==> src/rtl/oric_kbd_matrix.sv <==
// PS/2 set-2 key events to Oric 8x8 keyboard matrix, with minimum-press hold-off,
// registered row/column sense and an F11 level NMI request.
module oric_kbd_matrix #(
  parameter int HOLD_CYCLES = 480000,
  parameter int CNT_W       = 20
) (
  input  logic       clk_in,
  input  logic       RESET,
  input  logic       key_strobe,
  input  logic       key_pressed,
  input  logic       key_extended,
  input  logic [7:0] key_code,
  input  logic [2:0] row_sel,
  input  logic [7:0] col_mask,
  output logic       key_sense,
  output logic       any_key,
  output logic       key_nmi
);

  localparam logic [CNT_W-1:0] HOLD_LD = CNT_W'(HOLD_CYCLES);

  // Returns {valid, row[2:0], col[2:0]}
  function automatic logic [6:0] lookup(input logic ext, input logic [7:0] code);
    logic [6:0] r;
    r = 7'd0;
    case ({ext, code})
      9'h029: r = {1'b1, 3'd0, 3'd0};  // space
      9'h031: r = {1'b1, 3'd0, 3'd1};  // N
      9'h02E: r = {1'b1, 3'd0, 3'd2};  // 5
      9'h02A: r = {1'b1, 3'd0, 3'd3};  // V
      9'h016: r = {1'b1, 3'd0, 3'd5};  // 1
      9'h022: r = {1'b1, 3'd0, 3'd6};  // X
      9'h026: r = {1'b1, 3'd0, 3'd7};  // 3
      9'h03B: r = {1'b1, 3'd1, 3'd0};  // J
      9'h02C: r = {1'b1, 3'd1, 3'd1};  // T
      9'h02D: r = {1'b1, 3'd1, 3'd2};  // R
      9'h02B: r = {1'b1, 3'd1, 3'd3};  // F
      9'h076: r = {1'b1, 3'd1, 3'd5};  // ESC
      9'h015: r = {1'b1, 3'd1, 3'd6};  // Q
      9'h023: r = {1'b1, 3'd1, 3'd7};  // D
      9'h03A: r = {1'b1, 3'd2, 3'd0};  // M
      9'h036: r = {1'b1, 3'd2, 3'd1};  // 6
      9'h032: r = {1'b1, 3'd2, 3'd2};  // B
      9'h025: r = {1'b1, 3'd2, 3'd3};  // 4
      9'h014: r = {1'b1, 3'd2, 3'd4};  // CTRL
      9'h01A: r = {1'b1, 3'd2, 3'd5};  // Z
      9'h01E: r = {1'b1, 3'd2, 3'd6};  // 2
      9'h021: r = {1'b1, 3'd2, 3'd7};  // C
      9'h042: r = {1'b1, 3'd3, 3'd0};  // K
      9'h046: r = {1'b1, 3'd3, 3'd1};  // 9
      9'h04C: r = {1'b1, 3'd3, 3'd2};  // ;
      9'h04E: r = {1'b1, 3'd3, 3'd3};  // -
      9'h05D: r = {1'b1, 3'd3, 3'd6};  // backslash
      9'h052: r = {1'b1, 3'd3, 3'd7};  // quote
      9'h03D: r = {1'b1, 3'd4, 3'd0};  // 7
      9'h041: r = {1'b1, 3'd4, 3'd1};  // ,
      9'h049: r = {1'b1, 3'd4, 3'd2};  // .
      9'h175: r = {1'b1, 3'd4, 3'd3};  // up
      9'h012: r = {1'b1, 3'd4, 3'd4};  // left shift
      9'h16B: r = {1'b1, 3'd4, 3'd5};  // left
      9'h172: r = {1'b1, 3'd4, 3'd6};  // down
      9'h174: r = {1'b1, 3'd4, 3'd7};  // right
      9'h03C: r = {1'b1, 3'd5, 3'd0};  // U
      9'h043: r = {1'b1, 3'd5, 3'd1};  // I
      9'h044: r = {1'b1, 3'd5, 3'd2};  // O
      9'h04D: r = {1'b1, 3'd5, 3'd3};  // P
      9'h011: r = {1'b1, 3'd5, 3'd4};  // FUNCT on left alt
      9'h066: r = {1'b1, 3'd5, 3'd5};  // DEL on backspace
      9'h05B: r = {1'b1, 3'd5, 3'd6};  // ]
      9'h054: r = {1'b1, 3'd5, 3'd7};  // [
      9'h035: r = {1'b1, 3'd6, 3'd0};  // Y
      9'h033: r = {1'b1, 3'd6, 3'd1};  // H
      9'h034: r = {1'b1, 3'd6, 3'd2};  // G
      9'h024: r = {1'b1, 3'd6, 3'd3};  // E
      9'h01C: r = {1'b1, 3'd6, 3'd5};  // A
      9'h01B: r = {1'b1, 3'd6, 3'd6};  // S
      9'h01D: r = {1'b1, 3'd6, 3'd7};  // W
      9'h03E: r = {1'b1, 3'd7, 3'd0};  // 8
      9'h04B: r = {1'b1, 3'd7, 3'd1};  // L
      9'h045: r = {1'b1, 3'd7, 3'd2};  // 0
      9'h04A: r = {1'b1, 3'd7, 3'd3};  // /
      9'h059: r = {1'b1, 3'd7, 3'd4};  // right shift
      9'h05A: r = {1'b1, 3'd7, 3'd5};  // return
      9'h055: r = {1'b1, 3'd7, 3'd7};  // =
      default: r = 7'd0;
    endcase
    return r;
  endfunction

  logic [63:0]      matrix, pending;
  logic [63:0]      matrix_nxt, pend_nxt, onehot;
  logic [CNT_W-1:0] hold_cnt, cnt_nxt;
  logic [6:0]       lk;
  logic             hit, f11, expire;
  logic [7:0]       row_bits;

  always_comb begin
    lk         = lookup(key_extended, key_code);
    hit        = key_strobe && lk[6];
    f11        = key_strobe && !key_extended && (key_code == 8'h78);
    onehot     = 64'd1 << lk[5:0];
    expire     = (hold_cnt == CNT_W'(1));
    matrix_nxt = matrix;
    pend_nxt   = pending;
    cnt_nxt    = hold_cnt;
    if (hold_cnt != '0) cnt_nxt = hold_cnt - CNT_W'(1);
    if (expire) begin
      matrix_nxt = matrix & ~pending;
      pend_nxt   = '0;
    end
    if (hit) begin
      if (key_pressed) begin
        matrix_nxt = matrix_nxt | onehot;
        pend_nxt   = pend_nxt & ~onehot;
        cnt_nxt    = HOLD_LD;
      end else if (hold_cnt == '0 || expire) begin
        // A break landing on the expiry edge is folded into that edge's clear.
        matrix_nxt = matrix_nxt & ~onehot;
      end else begin
        pend_nxt = pend_nxt | onehot;
      end
    end
    row_bits = matrix[{row_sel, 3'b000} +: 8];
  end

  always_ff @(posedge clk_in) begin
    if (RESET) begin
      matrix    <= '0;
      pending   <= '0;
      hold_cnt  <= '0;
      key_sense <= 1'b0;
      any_key   <= 1'b0;
      key_nmi   <= 1'b0;
    end else begin
      matrix    <= matrix_nxt;
      pending   <= pend_nxt;
      hold_cnt  <= cnt_nxt;
      key_sense <= |(row_bits & ~col_mask);
      any_key   <= |matrix;
      if (f11) key_nmi <= key_pressed;
    end
  end

endmodule

==> config.mk <==
export PLATFORM = sky130hd
export DESIGN_NAME = oric_kbd_matrix
export DESIGN_NICKNAME = d
export VERILOG_FILES = /design/src/rtl/oric_kbd_matrix.sv
export SDC_FILE = /design/constraint.sdc
export NUM_CORES = 1
export LEC_CHECK = 0
export BUFFER_PORTS_ARGS = -buffer_cell sky130_fd_sc_hd__buf_2
export CORE_ASPECT_RATIO = 1.1
export CORE_MARGIN = 8
export CORE_UTILIZATION = 65
export CTS_BUF_LIST = sky130_fd_sc_hd__clkbuf_4
export DETAILED_ROUTE_END_ITERATION = 7
export PLACE_DENSITY = 0.83
export SLEW_MARGIN = 20
export SYNTH_ARGS = -nofsm -noshare
export SYNTH_HDL_FRONTEND = slang
export SYNTH_SLANG_ARGS = --single-unit
==> constraint.sdc <==
create_clock -name clk_in -period 3.5 [get_ports clk_in]
set_input_delay 0.175 -clock clk_in [delete_from_list [all_inputs] [get_ports clk_in]]
set_output_delay 0.175 -clock clk_in [all_outputs]
set_load 0.02 [all_outputs]
# Word-level counts from Yosys, hierarchy flattened
# Cells that the tools add are included.
classes:
  n_eq_ne: 60
  shifts: 2
  mux: 12
  n_reduce_logical: 9
  addsub: 1
  bitwise: 9
op_table:
  columns: ["operator", "n"]
  rows:
  - ["64-bit two-way mux", 8]
  - ["7-bit case mux with 58 select lines", 1]
  - ["9-bit by 6-bit == test with 1-bit output (second input constant)", 23]
  - ["64-bit AND", 3]
  - ["9-bit by 7-bit == test with 1-bit output (second input constant)", 21]
  - ["64-bit NOT", 2]
  - ["64-bit bitwise OR", 2]
  - ["9-bit by 5-bit == test with 1-bit output (second input constant)", 10]
  - ["64-bit OR reduction", 1]
  - ["64-bit by 7-bit indexed part select with 8-bit output", 1]
  - ["1-bit by 6-bit << shifter with 64-bit output (first input constant)", 1]
  - ["20-bit two-way mux", 3]
  - ["9-bit == test (second input constant)", 4]
  - ["20-bit by 1-bit == test with 1-bit output (second input constant)", 1]
  - ["20-bit logical NOT", 1]
  - ["20-bit nonzero test", 1]
  - ["20-bit by 1-bit subtractor with 20-bit output (second input constant)", 1]
  - ["8-bit AND", 1]
  - ["8-bit by 7-bit == test with 1-bit output (second input constant)", 1]
  - ["8-bit NOT", 1]
  - ["8-bit OR reduction", 1]
  - ["1-bit logical AND", 3]
  - ["1-bit logical NOT", 1]
  - ["1-bit logical OR", 1]
word_totals:
  word_cells: 99
  in_bits: 24
  ff_bits: 151

# Depth between registers and ports, before layout
# Gate-level depths: netlist of run 1.
depth:
  word_depth: 8
  ltp_mapped: 12
  mapped_depth_nobuf: 9

# Worst setup path before layout of run 1
# No wires, ideal clock.
synth_path:
  path_kind: "register to register"
  from: "reg hold_cnt[3]"
  to: "reg pending[25]"
  slack_ns: 0.633
  required_time_ns: 3.384
  n_path_buf: 2
  stages_incl_launch_ff: 10
  synth_period_minus_slack_ns: 2.867
  t_arrival_ns: 2.752
  setup_time_ns: 0.116
  path_cell_list: "dfxtp_1 -> or4_4 -> or4b_4 -> or4b_1 -> buf_4 -> nand2_4 -> a211oi_2 -> buf_6 -> a32o_1 -> and3b_1"
synth_between:
  elab_chain_cells: 6
  elab_cells_between_ends: 9
synth_lines:
  columns: ["element", "line", "rtl"]
  rows:
  - ["from (decl)", "92", "logic [CNT_W-1:0] hold_cnt, cnt_nxt;"]
  - ["from (signal assigned)", "137", "hold_cnt <= cnt_nxt;"]
  - ["20-bit by 1-bit == test with 1-bit output", "102", "expire = (hold_cnt == CNT_W'(1));"]
  - ["64-bit two-way mux", "107", "if (expire) begin"]
  - ["64-bit bitwise OR", "120", "pend_nxt = pend_nxt | onehot;"]
  - ["64-bit two-way mux", "116", "end else if (hold_cnt == '0 || expire) begin"]
  - ["64-bit two-way mux", "112", "if (key_pressed) begin"]
  - ["64-bit two-way mux *", "111", "if (hit) begin"]
  - ["to (signal assigned)", "136", "pending <= pend_nxt;"]
  - ["to (decl)", "90", "logic [63:0] matrix, pending;"]
# Mark *: on every way between the ends. The rest lies on a longest branch, timed or not.
# A chain may end at the register's enable or synchronous reset.

# Worst setup path after layout of run 1
# Same ends and word-level chain as after synthesis.

==> results.py, run 1 <==
metrics = {
    "synth": {
        "synth_area_sq_um": 8430,
        "synthCells": 1048,
        "synthDistinctLibCells": 74,
        "ys.warnings.count": 0,
        "syn-num-nets": 1074,
        "syn_avg_cell_area_sq_um": 8.05,
        "synthFlopType": "dfxtp_1",
        "async_reset_ff_share_pct": 0,
        "synth-seq-cells": 151,
        "ys_seq_area_share_pct": 35.8,
        "synth_edf_count": 0,
    },
    "sta": {
        "finalMaxSlewViolations": 0,
        "finalCriticalPeriod_ns": 3.24,
        "finalHoldViolCount": 0,
        "tightest_slew_ns": 0.868,
        "setup_viol": 0,
        "max_freq_mhz": 308,
        "rsz0062_at_grt": "false",
        "timing.hold.ws_ns": 0.121,
        "slew_headroom_pct": 41.6,
        "finalSetupTns_ns": 0,
        "finClkSkew_ns": 0.0178,
        "period_share_pct": 92.6,
    },
    "power": {
        "seq_power_share_pct": 48.5,
        "p_per_area_nw_per_um2": 420,
        "p_leak_nw": 2.89,
        "cell_internal_pwr_mw": 2.52,
        "switchingPower_mw": 1.35,
        "switching_share_pct": 34.9,
        "pwr-share-clk_pct": 26.4,
        "power_frac_comb_pct": 25.2,
        "ir_drop_mv": 0.608,
    },
    "setup_path": {
        "rrSetupSlack_ns": 0.26,
        "critPathTopFamily": "simple AND/OR/NAND/NOR gates",
        "crit-reg2reg-capture": "pending[25]",
        "rr_startpoint": "hold_cnt[3]",
        "path_depth": 8,
        "required_ns": 3.97,
        "crit_chain": "or4_4, or4b_4, or4b_1, nand2_4, a211oi_4, buf_12, a32o_1, and3b_1",
        "arrival_ns": 3.72,
        "cpMaxStageDelayCell": "or4b_1",
        "critPathLaunchType": "register",
        "endpoint_kind": "register",
        "worstSetupPathType": "reg -> reg",
        "crit_fanout": 40,
        "max_stage_delay_ns": 0.72,
        "endpoint": "pending[25]",
        "critPathBufInv": 1,
        "crit_start": "hold_cnt[3]",
        "r2r_cells": 8,
    },
    "cts": {
        "numCtsBuffers": 17,
        "cts_buffer_depth": 2,
        "cts_root_buf": "clkbuf_4",
        "clk_pin_slew_ns": 0.12,
        "clock-sinks": 151,
        "clk_latency_ns": 0.57,
        "cts_tree": "yes",
        "cts_resized": 0,
        "h-tree-depth": 4,
    },
    "cells_and_area": {
        "finalNonFillerCells": 1235,
        "num-nets-final": 1091,
        "final_cell_mix": "166 x nand2_1, 151 x dfxtp_1, 85 x nor2_1",
        "final_common_cell": "nand2_1",
        "n_antenna_cell": 0,
        "post-route-util_pct": 72.9,
        "syn_to_final_growth_pct": 9.35,
        "final_layout_size_suffix_gt1_share_pct": 14.0,
    },
    "placement": {
        "place_congestion": 1.08,
        "dp.final_hpwl_um": 19600,
        "port_buffers": 26,
        "dp.cells": 1200,
    },
    "outcome": {
        "status": "complete, no violations",
    },
    "global_route": {
        "grt_max_degree": 79,
        "first_global_vias": 8025,
        "antenna_found_initial": 0,
        "grt_pass1_wl_um": 43400,
        "grt_usage_pct": 32.0,
        "overflow": 0,
    },
    "worst_hold_path": {
        "hold_class": "in -> reg",
        "hold-path-cell-count": 5,
    },
    "run": {
        "cap_violations": 0,
    },
    "route": {
        "wl_met1_um": 11000,
        "routedWlPerCell_um": 22.3,
        "antenna_left": 0,
        "routed-wl-met2_um": 11800,
        "num_vias": 8722,
        "wl_um": 27500,
        "wl_met3_um": 3040,
        "topRoutingLayerUsed": "met4",
        "drc": 0,
        "drt_iter0_drc": 1196,
        "via_per_inst": 7.06,
        "firstDrtPassIters": 6,
    },
    "floorplan": {
        "core.rowCount": 43,
        "core_area_sq_um": 12600,
        "initial_core_util_pct": 66.7,
        "dieWidth_um": 125,
        "die_h_um": 135,
        "dieArea_sq_um": 16900,
        "io_pins": 27,
    },
}
==> state kept, by name, summed over array words and instances, names as in the netlist <==
signal / flops
key_sense: 1
matrix: 64
any_key: 1
hold_cnt: 20
pending: 64
key_nmi: 1
==> worst min path at each step <==
stage | startpoint | slack, ns | endpoint
2_1_floorplan | key_pressed | 0.32 | key_nmi
3_3_place_gp | pending[4] | 0.41 | matrix[4]
3_5_place_dp | pending[62] | 0.41 | matrix[62]
4_1_cts | key_strobe | 0.09 | pending[2]
5_1_grt | key_strobe | 0.13 | pending[2]
6_report | key_strobe | 0.12 | pending[2]
==> kinds of logic after synthesis <==
logic type | share of synthesized area, %
and+or+nand+nor | 26.2
AOI/OAI and AO/OA | 25.1
DFF | 35.8
buffers and inverters | 5.38
muxes | 5.47
xor gates and xnor gates | 1.66
adders and majority gates | 0.297
==> worst register-to-register path, stage by stage, from the launching register on <==
cell,delay [ns]
dfxtp_1,0.37
or4_4,0.57
or4b_4,0.53
or4b_1,0.72
nand2_4,0.19
a211oi_4,0.09
buf_12,0.25
a32o_1,0.27
and3b_1,0.16
==> what timing repair did <==
| item | 4_1_cts | 5_1_grt |
|---|---|---|
| endpoints found under the hold margin | 2 | 0 |
| setup buffers | 0 | 0 |
| hold buffers | 3 | 0 |
==> cell usage after synthesis, types with 13 or more instances <==
| cell | instances | area, sq um |
|---|---|---|
| a22oi_1 | 52 | 390 |
| o211ai_1 | 46 | 345 |
| nand2_1 | 166 | 623 |
| nor4_1 | 31 | 194 |
| nand4_1 | 13 | 81.3 |
| nor2_1 | 85 | 319 |
| dfxtp_1 | 151 | 3020 |
| nand2b_1 | 20 | 125 |
| a21oi_1 | 80 | 400 |
| mux4_2 | 16 | 360 |
| nand3_1 | 33 | 165 |
| a211oi_1 | 50 | 375 |
| nor3_1 | 20 | 100 |
| buf_2 | 18 | 90.1 |
| clkbuf_1 | 61 | 229 |
==> area by class of cell <==
| cell class | count | area, sq um |
|---|---|---|
| tap | 157 | 196 |
| fill | 1010 | 3420 |
| clock buffer | 18 | 135 |
| multi-input combinational | 794 | 4980 |
| clock inverter | 14 | 124 |
| timing repair buffer | 90 | 721 |
| inverter | 11 | 41.3 |
| sequential | 151 | 3020 |
==> stage by stage <==
| stage | setup slack, ns | power (mW) | area [sq um] |
|---|---|---|---|
| global route | 0.162 | 4.05 | 9220 |
| floorplan | 0.633 | 2.60 | 8430 |
| finish | 0.258 | 3.88 | 9220 |
| CTS | 0.262 | 3.87 | 9220 |
| detailed placement | 0.264 | 2.86 | 8930 |
| global placement | 0.332 | 2.84 | 8930 |
==> power groups by stage <==
stage	sequential, mW	clock (mW)	combinational, mW
after floorplan	1.90	0	0.705
after global placement	1.91	0	0.926
after detailed placement	1.91	0	0.951
after CTS	1.88	1.04	0.958
after global routing	1.89	1.10	1.06
final	1.88	1.02	0.976
==> routing by layer <==
metal  track usage, %  up-vias
li1                 -     3964
met3             7.40      125
met4             21.4        0
met2             46.9      627
met1             41.4     4006
met5                0        -
(Power assumes the default switching activity.)
==> inputs of run 2 (changes only) <==
--- a/config.mk
+++ b/config.mk
@@ -6,10 +6,9 @@
 export NUM_CORES = 1
 export LEC_CHECK = 0
 export BUFFER_PORTS_ARGS = -buffer_cell sky130_fd_sc_hd__buf_2
-export CORE_ASPECT_RATIO = 1.1
 export CORE_MARGIN = 8
 export CORE_UTILIZATION = 65
-export CTS_BUF_LIST = sky130_fd_sc_hd__clkbuf_4
+export CTS_BUF_LIST = sky130_fd_sc_hd__clkbuf_4 sky130_fd_sc_hd__clkbuf_8
 export DETAILED_ROUTE_END_ITERATION = 7
 export PLACE_DENSITY = 0.83
 export SLEW_MARGIN = 20
==> run 2 against run 1 <==
Net effect:
- sequential cell count unchanged
- hold slack got worse by 0.029 ns
- largest cell class unchanged
- highest routed layer unchanged
- via count increased by 1.0%
- power increased by 8.4%
- global-route usage increased by 1.8 points
==> results.py, run 2 (synthesized netlist as in run 1, its figures left out) <==
metrics = {
    "power": {
        "p_per_area_nw_per_um2": 452,
        "power_mw": 4.20,
        "p_leak_nw": 2.90,
        "ir_drop_mv": 0.499,
    },
    "cells_and_area": {
        "syn_to_final_growth_pct": 10.4,
        "post-route-util_pct": 73.5,
        "seqCellArea_sq_um": 3020,
        "largestRegisters": "matrix: 64 flops, pending: 64 flops, hold_cnt: 20 flops",
        "multi_input_area_sq_um": 4980,
        "fillCellCount": 1028,
        "final_cell_mix": "166 x nand2_1, 151 x dfxtp_1, 85 x nor2_1",
        "n_antenna_cell": 0,
        "final_common_cell": "nand2_1",
        "num-nets-final": 1080,
        "stdcell_area_sq_um": 9310,
        "final_layout_size_suffix_gt1_share_pct": 13.6,
    },
    "sta": {
        "finalSetupTns_ns": 0,
        "finClkSkew_ns": 0.0111,
        "slew_headroom_pct": 40.4,
        "period_share_pct": 91.4,
        "finalMaxSlewViolations": 0,
        "tightest_slew_ns": 0.881,
        "max_freq_mhz": 312,
        "rsz0062_at_grt": "false",
        "finalCriticalPeriod_ns": 3.20,
        "finalHoldViolCount": 0,
        "timing.hold.ws_ns": 0.0927,
        "setup_viol": 0,
    },
    "placement": {
        "dp.final_hpwl_um": 19300,
        "post_dp_cell_area_sq_um": 8900,
        "place_congestion": 1.03,
        "port_buffers": 26,
    },
    "outcome": {
        "status": "complete, no violations",
    },
    "route": {
        "wl_um": 28000,
        "drt_iter0_drc": 1725,
        "routedWlPerCell_um": 22.6,
        "via_per_inst": 7.11,
        "num_vias": 8812,
        "antenna_left": 0,
        "drc": 0,
        "firstDrtPassIters": 6,
    },
    "cts": {
        "cts_tree": "yes",
        "cts_buffer_depth": 2,
        "numCtsBuffers": 17,
        "cts_resized": 0,
        "cts_root_buf": "clkbuf_8",
        "clk_pin_slew_ns": 0.08,
        "clock-sinks": 151,
        "clk_latency_ns": 0.47,
        "h-tree-depth": 4,
    },
    "global_route": {
        "grt_pass1_wl_um": 44200,
        "antenna_found_initial": 0,
        "grt_usage_pct": 33.8,
        "overflow": 0,
        "grt_max_degree": 88,
        "first_global_vias": 8203,
    },
    "setup_path": {
        "critPathLaunchType": "register",
        "crit_fanout": 58,
        "worstSetupPathType": "reg -> reg",
        "arrival_ns": 3.57,
        "endpoint_kind": "register",
        "required_ns": 3.87,
    },
    "floorplan": {
        "dieArea_sq_um": 16900,
        "dieWidth_um": 130,
        "core_area_sq_um": 12700,
        "initial_core_util_pct": 66.6,
        "io_pins": 27,
        "die_h_um": 130,
        "core.rowCount": 41,
    },
    "worst_hold_path": {
        "hold_class": "in -> reg",
    },
    "run": {
        "cap_violations": 0,
    },
}
-- run 2: worst paths after layout --
check	startpoint	endpoint	slack [ns]	cells after the start
worst max-delay path	hold_cnt[3]	pending[46]	0.30	8
worst min-delay path	col_mask[4]	key_sense	0.09	4
worst max register to register	hold_cnt[3]	pending[46]	0.30	8
worst min register to register	pending[29]	matrix[29]	0.42	1
-- run 2: stage by stage --
stage	std cells	worst slack (ns)
after floorplan	1048	0.633
after global placement	1206	0.272
after detailed placement	1206	0.210
after CTS	1239	0.289
after global routing	1239	0.186
final	1239	0.300
-- run 2: area by class of cell --
type | count | share of cell area [%]
clock buffer | 23 | 3.33
multi-input combinational | 794 | 53.5
timing repair buffer | 79 | 6.94
sequential | 151 | 32.5
inverter | 11 | 0.444
clock inverter | 9 | 0.981
tap | 172 | 2.31
-- run 2: what timing repair did --
action                                 in CTS  in global routing
setup buffers                               0                  0
endpoints found under the hold margin       1                  0
hold buffers                                1                  0
-- run 2: power by group --
part	internal [mW]	total (mW)	switching, mW	leakage, nW
clock	0.669	1.35	0.686	0.206
combinational	0.353	0.973	0.620	1.48
sequential	1.80	1.88	0.0765	1.22
total	2.82	4.20	1.38	2.90
-- run 2: critical path, cell delays in order, from the launching register on --
cell	delay (ns)
dfxtp_1	0.35
or4_4	0.56
or4b_4	0.52
or4b_1	0.71
nand2_4	0.18
a211oi_4	0.06
buf_12	0.25
a32o_1	0.28
and3b_1	0.17
-- run 2: layer usage --
layer | share of wire (%) | wire (um) | GRT usage, % | vias to the layer above
met5 | 0 | 0 | 0 | -
met4 | 5.9 | 1640 | 19.3 | 0
met3 | 12 | 3370 | 10.0 | 143
met2 | 44 | 12200 | 51.0 | 625
met1 | 39 | 10800 | 42.3 | 4123
li1 | - | - | - | 3921
